## src/rtl/cfg_loader.sv

```systemverilog
// -----------------------------------------------------------------------------
// cfg_loader
//
// Host-side driver for a layer's serial configuration chain. Parallel words
// arrive from the host over a valid/ready handshake and are shifted onto the
// chain MSB-first, word 0 first. An optional second (verify) pass re-shifts
// the same CFG_LEN bits. During that pass the bits falling out of the chain
// tail are compared with the bits going in. A full pass pushes the original
// contents back out, so matching bits confirm the chain held what was written.
//
// Handshake: a word transfers on every rising edge where wr_valid && wr_ready.
// wr_ready depends only on the state (high in LOAD). wr_data is sampled only
// on that edge. The host may hold wr_valid low for as long as it likes.
//
// Ports
//   clk       in   single clock, rising edge
//   rstb      in   asynchronous active-low reset
//   start     in   one-cycle pulse that begins a load (ignored while busy)
//   verify    in   sampled with start: 1 = load + verify pass, 0 = load only
//   abort     in   synchronous abort back to IDLE (no done pulse)
//   wr_valid  in   host word valid
//   wr_ready  out  block can accept a host word (LOAD state)
//   wr_data   in   host word, WORD_WIDTH bits
//   busy      out  high while a load is in progress
//   done      out  one-cycle pulse on normal completion
//   err       out  sticky verify mismatch flag, cleared by an accepted start
//   err_cnt   out  saturating verify mismatch count, cleared by accepted start
//   cfg_we    out  chain shift enable (registered)
//   cfg_d     out  chain serial data (registered)
//   cfg_q     in   chain tail (registered output of the last stage)
//   dbg_state out  current FSM state encoding (IDLE=0, LOAD=1, SHIFT=2)
// -----------------------------------------------------------------------------
module cfg_loader #(
  parameter int CFG_LEN    = 128,
  parameter int WORD_WIDTH = 16
) (
  input  logic                  clk,
  input  logic                  rstb,
  input  logic                  start,
  input  logic                  verify,
  input  logic                  abort,
  input  logic                  wr_valid,
  output logic                  wr_ready,
  input  logic [WORD_WIDTH-1:0] wr_data,
  output logic                  busy,
  output logic                  done,
  output logic                  err,
  output logic [7:0]            err_cnt,
  output logic                  cfg_we,
  output logic                  cfg_d,
  input  logic                  cfg_q,
  output logic [1:0]            dbg_state
);

  localparam int NUM_WORDS = CFG_LEN / WORD_WIDTH;
  localparam int WCW       = (NUM_WORDS > 1) ? $clog2(NUM_WORDS) : 1;
  localparam int BCW       = (WORD_WIDTH > 1) ? $clog2(WORD_WIDTH) : 1;

  localparam logic [WCW-1:0] LAST_WORD = WCW'(NUM_WORDS - 1);
  localparam logic [BCW-1:0] LAST_BIT  = BCW'(WORD_WIDTH - 1);

  typedef enum logic [1:0] {
    ST_IDLE  = 2'd0,
    ST_LOAD  = 2'd1,
    ST_SHIFT = 2'd2
  } state_t;

  state_t state_q, state_d;

  // Pass bookkeeping
  logic           pass_q;     // 0 = load pass, 1 = verify pass
  logic           verify_q;   // verify request latched at start
  logic [WCW-1:0] word_cnt;
  logic [BCW-1:0] bit_cnt;

  // The MSB goes straight to cfg_d at the handshake, so only the remaining
  // WORD_WIDTH-1 bits need to be held for shifting.
  logic [WORD_WIDTH-2:0] shreg;

  // Decoded actions for the current cycle
  logic start_acc;   // start accepted in IDLE
  logic hs;          // host word transfer
  logic shift_bit;   // present the next lower bit on cfg_d
  logic last_bit;    // final bit of the word is on the chain this cycle
  logic next_pass;   // load pass complete, verify pass follows
  logic finish;      // normal completion
  logic abort_now;   // abort taken (only outside IDLE)
  logic mismatch;    // verify compare failure on this edge

  // ---------------------------------------------------------------------------
  // Next-state / control decode
  // ---------------------------------------------------------------------------
  always_comb begin
    state_d   = state_q;
    start_acc = 1'b0;
    hs        = 1'b0;
    shift_bit = 1'b0;
    last_bit  = 1'b0;
    next_pass = 1'b0;
    finish    = 1'b0;
    abort_now = 1'b0;

    unique case (state_q)
      ST_IDLE: begin
        // abort is meaningless here, so a coincident start still wins
        if (start) begin
          start_acc = 1'b1;
          state_d   = ST_LOAD;
        end
      end

      ST_LOAD: begin
        if (abort) begin
          abort_now = 1'b1;
          state_d   = ST_IDLE;
        end else if (wr_valid) begin
          hs      = 1'b1;
          state_d = ST_SHIFT;
        end
      end

      ST_SHIFT: begin
        if (abort) begin
          abort_now = 1'b1;
          state_d   = ST_IDLE;
        end else if (bit_cnt == LAST_BIT) begin
          last_bit = 1'b1;
          if (word_cnt == LAST_WORD) begin
            if (!pass_q && verify_q) begin
              next_pass = 1'b1;
              state_d   = ST_LOAD;
            end else begin
              finish  = 1'b1;
              state_d = ST_IDLE;
            end
          end else begin
            state_d = ST_LOAD;
          end
        end else begin
          shift_bit = 1'b1;
        end
      end

      default: begin
        state_d = ST_IDLE;
      end
    endcase
  end

  // Compare the bit leaving the chain tail against the bit entering it.
  // The abort edge is excluded so an abort never alters the error status.
  assign mismatch = cfg_we && pass_q && !abort_now && (cfg_q != cfg_d);

  // ---------------------------------------------------------------------------
  // State register
  // ---------------------------------------------------------------------------
  always_ff @(posedge clk or negedge rstb) begin
    if (!rstb) begin
      state_q <= ST_IDLE;
    end else begin
      state_q <= state_d;
    end
  end

  // ---------------------------------------------------------------------------
  // Datapath, counters and registered outputs
  // ---------------------------------------------------------------------------
  always_ff @(posedge clk or negedge rstb) begin
    if (!rstb) begin
      pass_q   <= 1'b0;
      verify_q <= 1'b0;
      word_cnt <= '0;
      bit_cnt  <= '0;
      shreg    <= '0;
      cfg_we   <= 1'b0;
      cfg_d    <= 1'b0;
      done     <= 1'b0;
      err      <= 1'b0;
      err_cnt  <= 8'd0;
    end else begin
      done <= finish;

      if (mismatch) begin
        err <= 1'b1;
        if (err_cnt != 8'hFF) begin
          err_cnt <= err_cnt + 8'd1;
        end
      end

      if (start_acc) begin
        pass_q   <= 1'b0;
        verify_q <= verify;
        word_cnt <= '0;
        bit_cnt  <= '0;
        err      <= 1'b0;
        err_cnt  <= 8'd0;
      end

      if (hs) begin
        shreg   <= wr_data[WORD_WIDTH-2:0];
        cfg_we  <= 1'b1;
        cfg_d   <= wr_data[WORD_WIDTH-1];
        bit_cnt <= '0;
      end

      if (shift_bit) begin
        cfg_d   <= shreg[WORD_WIDTH-2];
        shreg   <= shreg << 1;
        bit_cnt <= bit_cnt + BCW'(1);
      end

      if (last_bit) begin
        cfg_we   <= 1'b0;
        bit_cnt  <= '0;
        word_cnt <= word_cnt + WCW'(1);
        if (next_pass) begin
          pass_q   <= 1'b1;
          word_cnt <= '0;
        end
      end

      // Chain is left exactly as far as it was shifted; only the enable drops.
      if (abort_now) begin
        cfg_we <= 1'b0;
      end
    end
  end

  // ---------------------------------------------------------------------------
  // State-derived outputs
  // ---------------------------------------------------------------------------
  assign wr_ready  = (state_q == ST_LOAD);
  assign busy      = (state_q != ST_IDLE);
  assign dbg_state = state_q;

endmodule

```

## config.mk

```make
export PLATFORM = sky130hd
export DESIGN_NAME = cfg_loader
export DESIGN_NICKNAME = d
export VERILOG_FILES = /design/src/rtl/cfg_loader.sv
export SDC_FILE = /design/constraint.sdc
export NUM_CORES = 1
export LEC_CHECK = 0
export CORE_ASPECT_RATIO = 2
export CORE_MARGIN = 10
export CORE_UTILIZATION = 53
export CTS_BUF_LIST = sky130_fd_sc_hd__clkbuf_2 sky130_fd_sc_hd__clkbuf_4 sky130_fd_sc_hd__clkbuf_8
export DETAILED_ROUTE_END_ITERATION = 16
export PLACE_DENSITY = 0.81
export SETUP_SLACK_MARGIN = 0.15
export SLEW_MARGIN = 20
export SYNTH_ARGS = -nofsm -noshare
export SYNTH_HDL_FRONTEND = slang
export SYNTH_SLANG_ARGS = --single-unit
```

## constraint.sdc

```tcl
create_clock -name clk -period 1.95 [get_ports clk]
set_input_delay 0.39 -clock clk [delete_from_list [all_inputs] [get_ports clk]]
set_output_delay 0.39 -clock clk [all_outputs]
set_load 0.005 [all_outputs]
```

==> impl_metrics.toml, run 1 <==
[outcome]
outcome = "finished clean"

[placed_design]
dp_hpwl_mm = 3.414
preCtsSetupSlack_ns = -0.09197
port_buffers = 38
dpl_cell_area_um2 = 2404
gp_congestion = 0.7927

[layout]
nNetsFinal = 274
num_antenna_cells = 0
syn_to_final_growth_pct = 36.55
stdcell_area_um2 = 2604
drive_gt1_share_pct = 14.34

[routing]
wl_per_cell_um = 15.95
drc = 0
ant_nets = 0
drt_first_iter_violations = 42
first_pass_iters = 7
routed_wl_mm = 4.657
vias = 1635
detail_route.vias_per_cell = 5.599

[floorplan]
start_util_pct = 55.82
dieArea_um2 = 6543
core_area_um2 = 3416
die_w_um = 62.42
die_height_um = 104.8
pin_count = 39
rows = 30

[sta]
timing.final.ws_setup_ns = 0.1226
min_period_ns = 1.827
hold_violations = 0
slew_headroom_pct = 65.94
fin_skew_ns = 0.008095
setup_viol = 0
fin_crit_sh_pct = 93.71
rsz0062_at_grt = "yes"
final-max-slew-violation-count = 0
tns_ns = 0
tightest_slew_ns = 0.5072
holdWs_ns = 0.1300
max_freq_mhz = 547.2

[yosys]
syn-cell-area_um2 = 1907
yosys_warnings = 0
synth_edf_count = 0
async_reset_ff_share_pct = 100.0
synth-seq-area-share_pct = 49.87
syn_area_per_cell_um2 = 10.04
ys_types = 40
synth.net_count = 221
synthCells = 190
ys_ff_latch = 38
synth_flop_cell = "dfrtp_1"

[setup_path]
worstRegToRegCells = 6
r2r_end = "err_cnt[0]"
end_kind = "register"
ff2ff_setup_slack_ns = 0.12
cp_max_fo = 4
required_ns = 2.17
r2r-start = "dbg_state[1]"
cp.arrival_ns = 2.05
crit_type = "reg -> reg"
start_kind = "register"

[clock_network]
cts_tree = "built"
cts_buffer_depth = 2
cts.clk_slew.worst_paths_ns = 0.08
numCtsBuffers = 5
worstSkewPairLatency_ns = 0.29
htreeDepth = 2
cts.sinks = 38
clockRootBuffer = "clkbuf_8"

[grt]
grt_first_pass_wirelength_mm = 7.596
grt_pass1_vias = 1730
gr-usage-all-layers_pct = 13.74
antenna_found_initial = 0
overflow = 0
grt_start_max_net_pins = 39

[pwr]
power_density_nw_per_um2 = 1105
p_leak_nw = 1.218
max-vdd-ir-drop_mv = 0.8384
power_w = 0.002877

[job]
maxCapViolCount = 0

[worst_hold_path]
min_path_type = "in -> async"
-- metal layers --
metal	global-route usage, %	share of wire, %
met1	12.48	37
met2	25.81	57
met3	5.027	5.8
met4	6.431	0.94
met5	0	0
-- report_power, final --
group	total, W	internal (W)	switching [W]	leakage, nW
Sequential	0.00114	0.00101	0.000139	0.498
Combinational	0.00105	0.000537	0.000509	0.661
Clock	0.000687	0.000411	0.000276	0.0593
-- cell usage after synthesis (3+ instances only) --
| cell type | n | area [um2] |
|---|---|---|
| a21oi_1 | 6 | 30.03 |
| and2_1 | 3 | 18.77 |
| clkbuf_1 | 5 | 18.77 |
| dfrtp_1 | 38 | 950.9 |
| ha_1 | 8 | 100.1 |
| inv_1 | 3 | 11.26 |
| mux2i_1 | 17 | 170.2 |
| nand2_1 | 31 | 116.4 |
| nand2b_1 | 3 | 18.77 |
| nand3_1 | 6 | 30.03 |
| nor2_1 | 8 | 30.03 |
| nor3_1 | 6 | 30.03 |
| o21ai_0 | 20 | 100.1 |
-- logic make-up after synthesis --
family | after synthesis | synth area share, %
and+or+nand+nor | 73 | 19.36
muxes | 18 | 9.514
DFF | 38 | 49.87
xor gates and xnor gates | 2 | 0.9188
adders and majority gates | 8 | 5.250
buffers and inverters | 10 | 2.231
AOI/OAI and AO/OA | 41 | 12.86
-- placed cells by master, fill, tap and decap left out, types with 6 or more instances in the layout --
| cell type | netlist | routed |
|---|---|---|
| buf_4 | 1 | 13 |
| clkdlybuf4s50_1 | 0 | 34 |
| dfrtp_1 | 38 | 38 |
| ha_1 | 8 | 6 |
| mux2i_1 | 17 | 17 |
| nand2_1 | 31 | 31 |
| nand3_1 | 6 | 6 |
| nor2_1 | 8 | 8 |
| o21ai_0 | 20 | 19 |
-- sequential cells by signal, indices dropped and copies added (netlist names), 2 cells and up --
register,flops
bit_cnt,4
dbg_state,2
err_cnt,8
shreg,15
word_cnt,3
-- stage by stage --
stage	std cells	util (%)
global route	292	76.23
global placement	278	70.37
floorplan	190	-
detailed placement	278	70.37
CTS	290	74.95
finish	292	76.23
-- what timing repair did --
item / 4_1_cts / 5_1_grt
buffers inserted: 4 / 2
setup endpoints to repair: 5 / 9
hold buffers: 0 / 0
pin swaps: 1 / 5
gates resized for setup: 5 / 7
-- critical path: stages (launching register included) --
cell and delay, ns:
dfrtp_1 0.40, inv_2 0.10, ha_4 0.20, and2_4 0.15
or3_4 0.36, or3_1 0.40, a21oi_2 0.15
-- worst max path at each step --
stage / startpoint / slack, ns / endpoint
after CTS: dbg_state[0] / 0.14 / wr_ready
after detailed placement: abort / -0.09 / err_cnt[0]
after floorplan: dbg_state[0] / 0.16 / err_cnt[0]
after global placement: abort / -0.04 / err_cnt[0]
final: dbg_state[1] / 0.12 / err_cnt[0]
after global routing: dbg_state[1] / 0.07 / err_cnt[0]
-- final cells by class --
class                   instances  area [um2]
inverters                       3       11.26
fillers                       225       812.0
clock buffers                   7       83.83
flip-flops and latches         38       950.9
well taps                      48       60.06
repair buffers                 53       514.2
clock inverters                 1       30.03
multi-input cells             142       953.4
(Power assumes the default switching activity.)
==> run 2, diff against run 1 <==
Settings changed: CAP_MARGIN set to 25, SKIP_CTS_REPAIR_TIMING set to 1.
==> impl_metrics.toml, run 2 (same netlist as run 1, synthesis figures left out) <==
[floorplan]
pin_count = 39
core_area_um2 = 3416
die_w_um = 62.42
start_util_pct = 55.82
dieArea_um2 = 6543
die_height_um = 104.8
rows = 30

[routing]
vias = 1659
detail_route.vias_per_cell = 5.682
routed.top_layer = "met4"
wl_per_cell_um = 16.45
met1_length_mm = 1.724
routed_wl_mm = 4.803
first_pass_iters = 6
ant_nets = 0
met3_wirelength_um = 285
drc = 0
met2_length_mm = 2.706
drt_first_iter_violations = 36

[setup_path]
cp.arrival_ns = 2.14
required_ns = 2.17
end_kind = "register"
crit_type = "reg -> reg"
cp_max_fo = 5
start_kind = "register"

[layout]
nNetsFinal = 274
final_cell_mix = "dfrtp_1, clkdlybuf4s50_1, nand2_1"
final_util_pct = 76.26
drive_gt1_share_pct = 14.75
regMostFlops = "shreg"
reg_top3 = "shreg: 15 flops, err_cnt: 8 flops, bit_cnt: 4 flops"
finalNonFillerCells = 292
num_antenna_cells = 0
largest_reg_flops = 15
final.fill_count = 229
syn_to_final_growth_pct = 36.61
layout_commonest_cell = "dfrtp_1"

[clock_network]
clockRootBuffer = "clkbuf_8"
cts.clk_slew.worst_paths_ns = 0.07
cts_tree = "built"
numCtsBuffers = 5
worstSkewPairLatency_ns = 0.29
htreeDepth = 2
cts.sinks = 38
cts_buffer_depth = 2

[placed_design]
preCtsSetupSlack_ns = -0.09197
port_buffers = 38
dp_cells = 278
dp_hpwl_mm = 3.414
gp_congestion = 0.7927

[sta]
fin_crit_sh_pct = 98.55
rsz0062_at_grt = "yes"
max_freq_mhz = 520.4
tns_ns = 0
min_period_ns = 1.922
slew_headroom_pct = 68.76
final-max-slew-violation-count = 0
tightest_slew_ns = 0.4687
setup_viol = 0
timing.final.ws_setup_ns = 0.02832
hold_violations = 0
fin_skew_ns = 0.008259

[pwr]
power_w = 0.002863
max-vdd-ir-drop_mv = 0.8166
power_density_nw_per_um2 = 1099
p_leak_nw = 1.222

[grt]
grt_first_pass_wirelength_mm = 7.445
grt_start_max_net_pins = 39
antenna_found_initial = 0
gr-usage-all-layers_pct = 13.46
overflow = 0
grt_pass1_vias = 1684

[outcome]
outcome = "finished clean"

[worst_hold_path]
min_path_type = "in -> async"

[job]
maxCapViolCount = 0
==> run 2: cell type report <==
type	instances	area [um2]	area share, %
repair buffers	53	519.2	19.93
well taps	48	60.06	2.305
clock inverters	1	30.03	1.153
clock buffers	7	83.83	3.218
inverters	3	11.26	0.4323
multi-input cells	142	949.7	36.46
flip-flops and latches	38	950.9	36.50
==> run 2: worst paths after layout <==
kind / slack (ns) / cells after the start / start / endpoint
max reg2reg: 0.03 / 6 / dbg_state[0] / err_cnt[0]
max: 0.03 / 6 / dbg_state[0] / err_cnt[0]
min: 0.13 / 2 / rstb / word_cnt[2]
min in group clk: 0.49 / 2 / shreg[13] / shreg[14]
max in group asynchronous: 1.49 / 2 / rstb / bit_cnt[1]
min reg2reg: 0.49 / 2 / shreg[13] / shreg[14]
==> run 2: critical path, cell delays in order (launching register included) <==
cell	delay, ns
dfrtp_1	0.42
inv_2	0.09
ha_2	0.27
and2_4	0.16
or3_4	0.37
or3_1	0.38
a21oi_2	0.15
==> run 2: stage by stage <==
| step | instance area, um2 | hold WS (ns) |
|---|---|---|
| 5_1_grt | 2605 | 0.1580 |
| 3_5_place_dp | 2404 | 0.4620 |
| 3_3_place_gp | 2404 | 0.4561 |
| 4_1_cts | 2517 | 0.1433 |
| 2_1_floorplan | 1907 | 0.09441 |
| 6_report | 2605 | 0.1320 |
==> run 2: power breakdown <==
group,internal [W],switching [W]
combinational,0.000520,0.000493
sequential,0.00101,0.000156
clock,0.000411,0.000278
==> run 2: per-layer routing <==
metal	up-vias	GRT usage, %
met2	53	25.22
met3	9	4.813
met4	0	6.270
li1	783	-
met5	-	0
met1	814	12.35
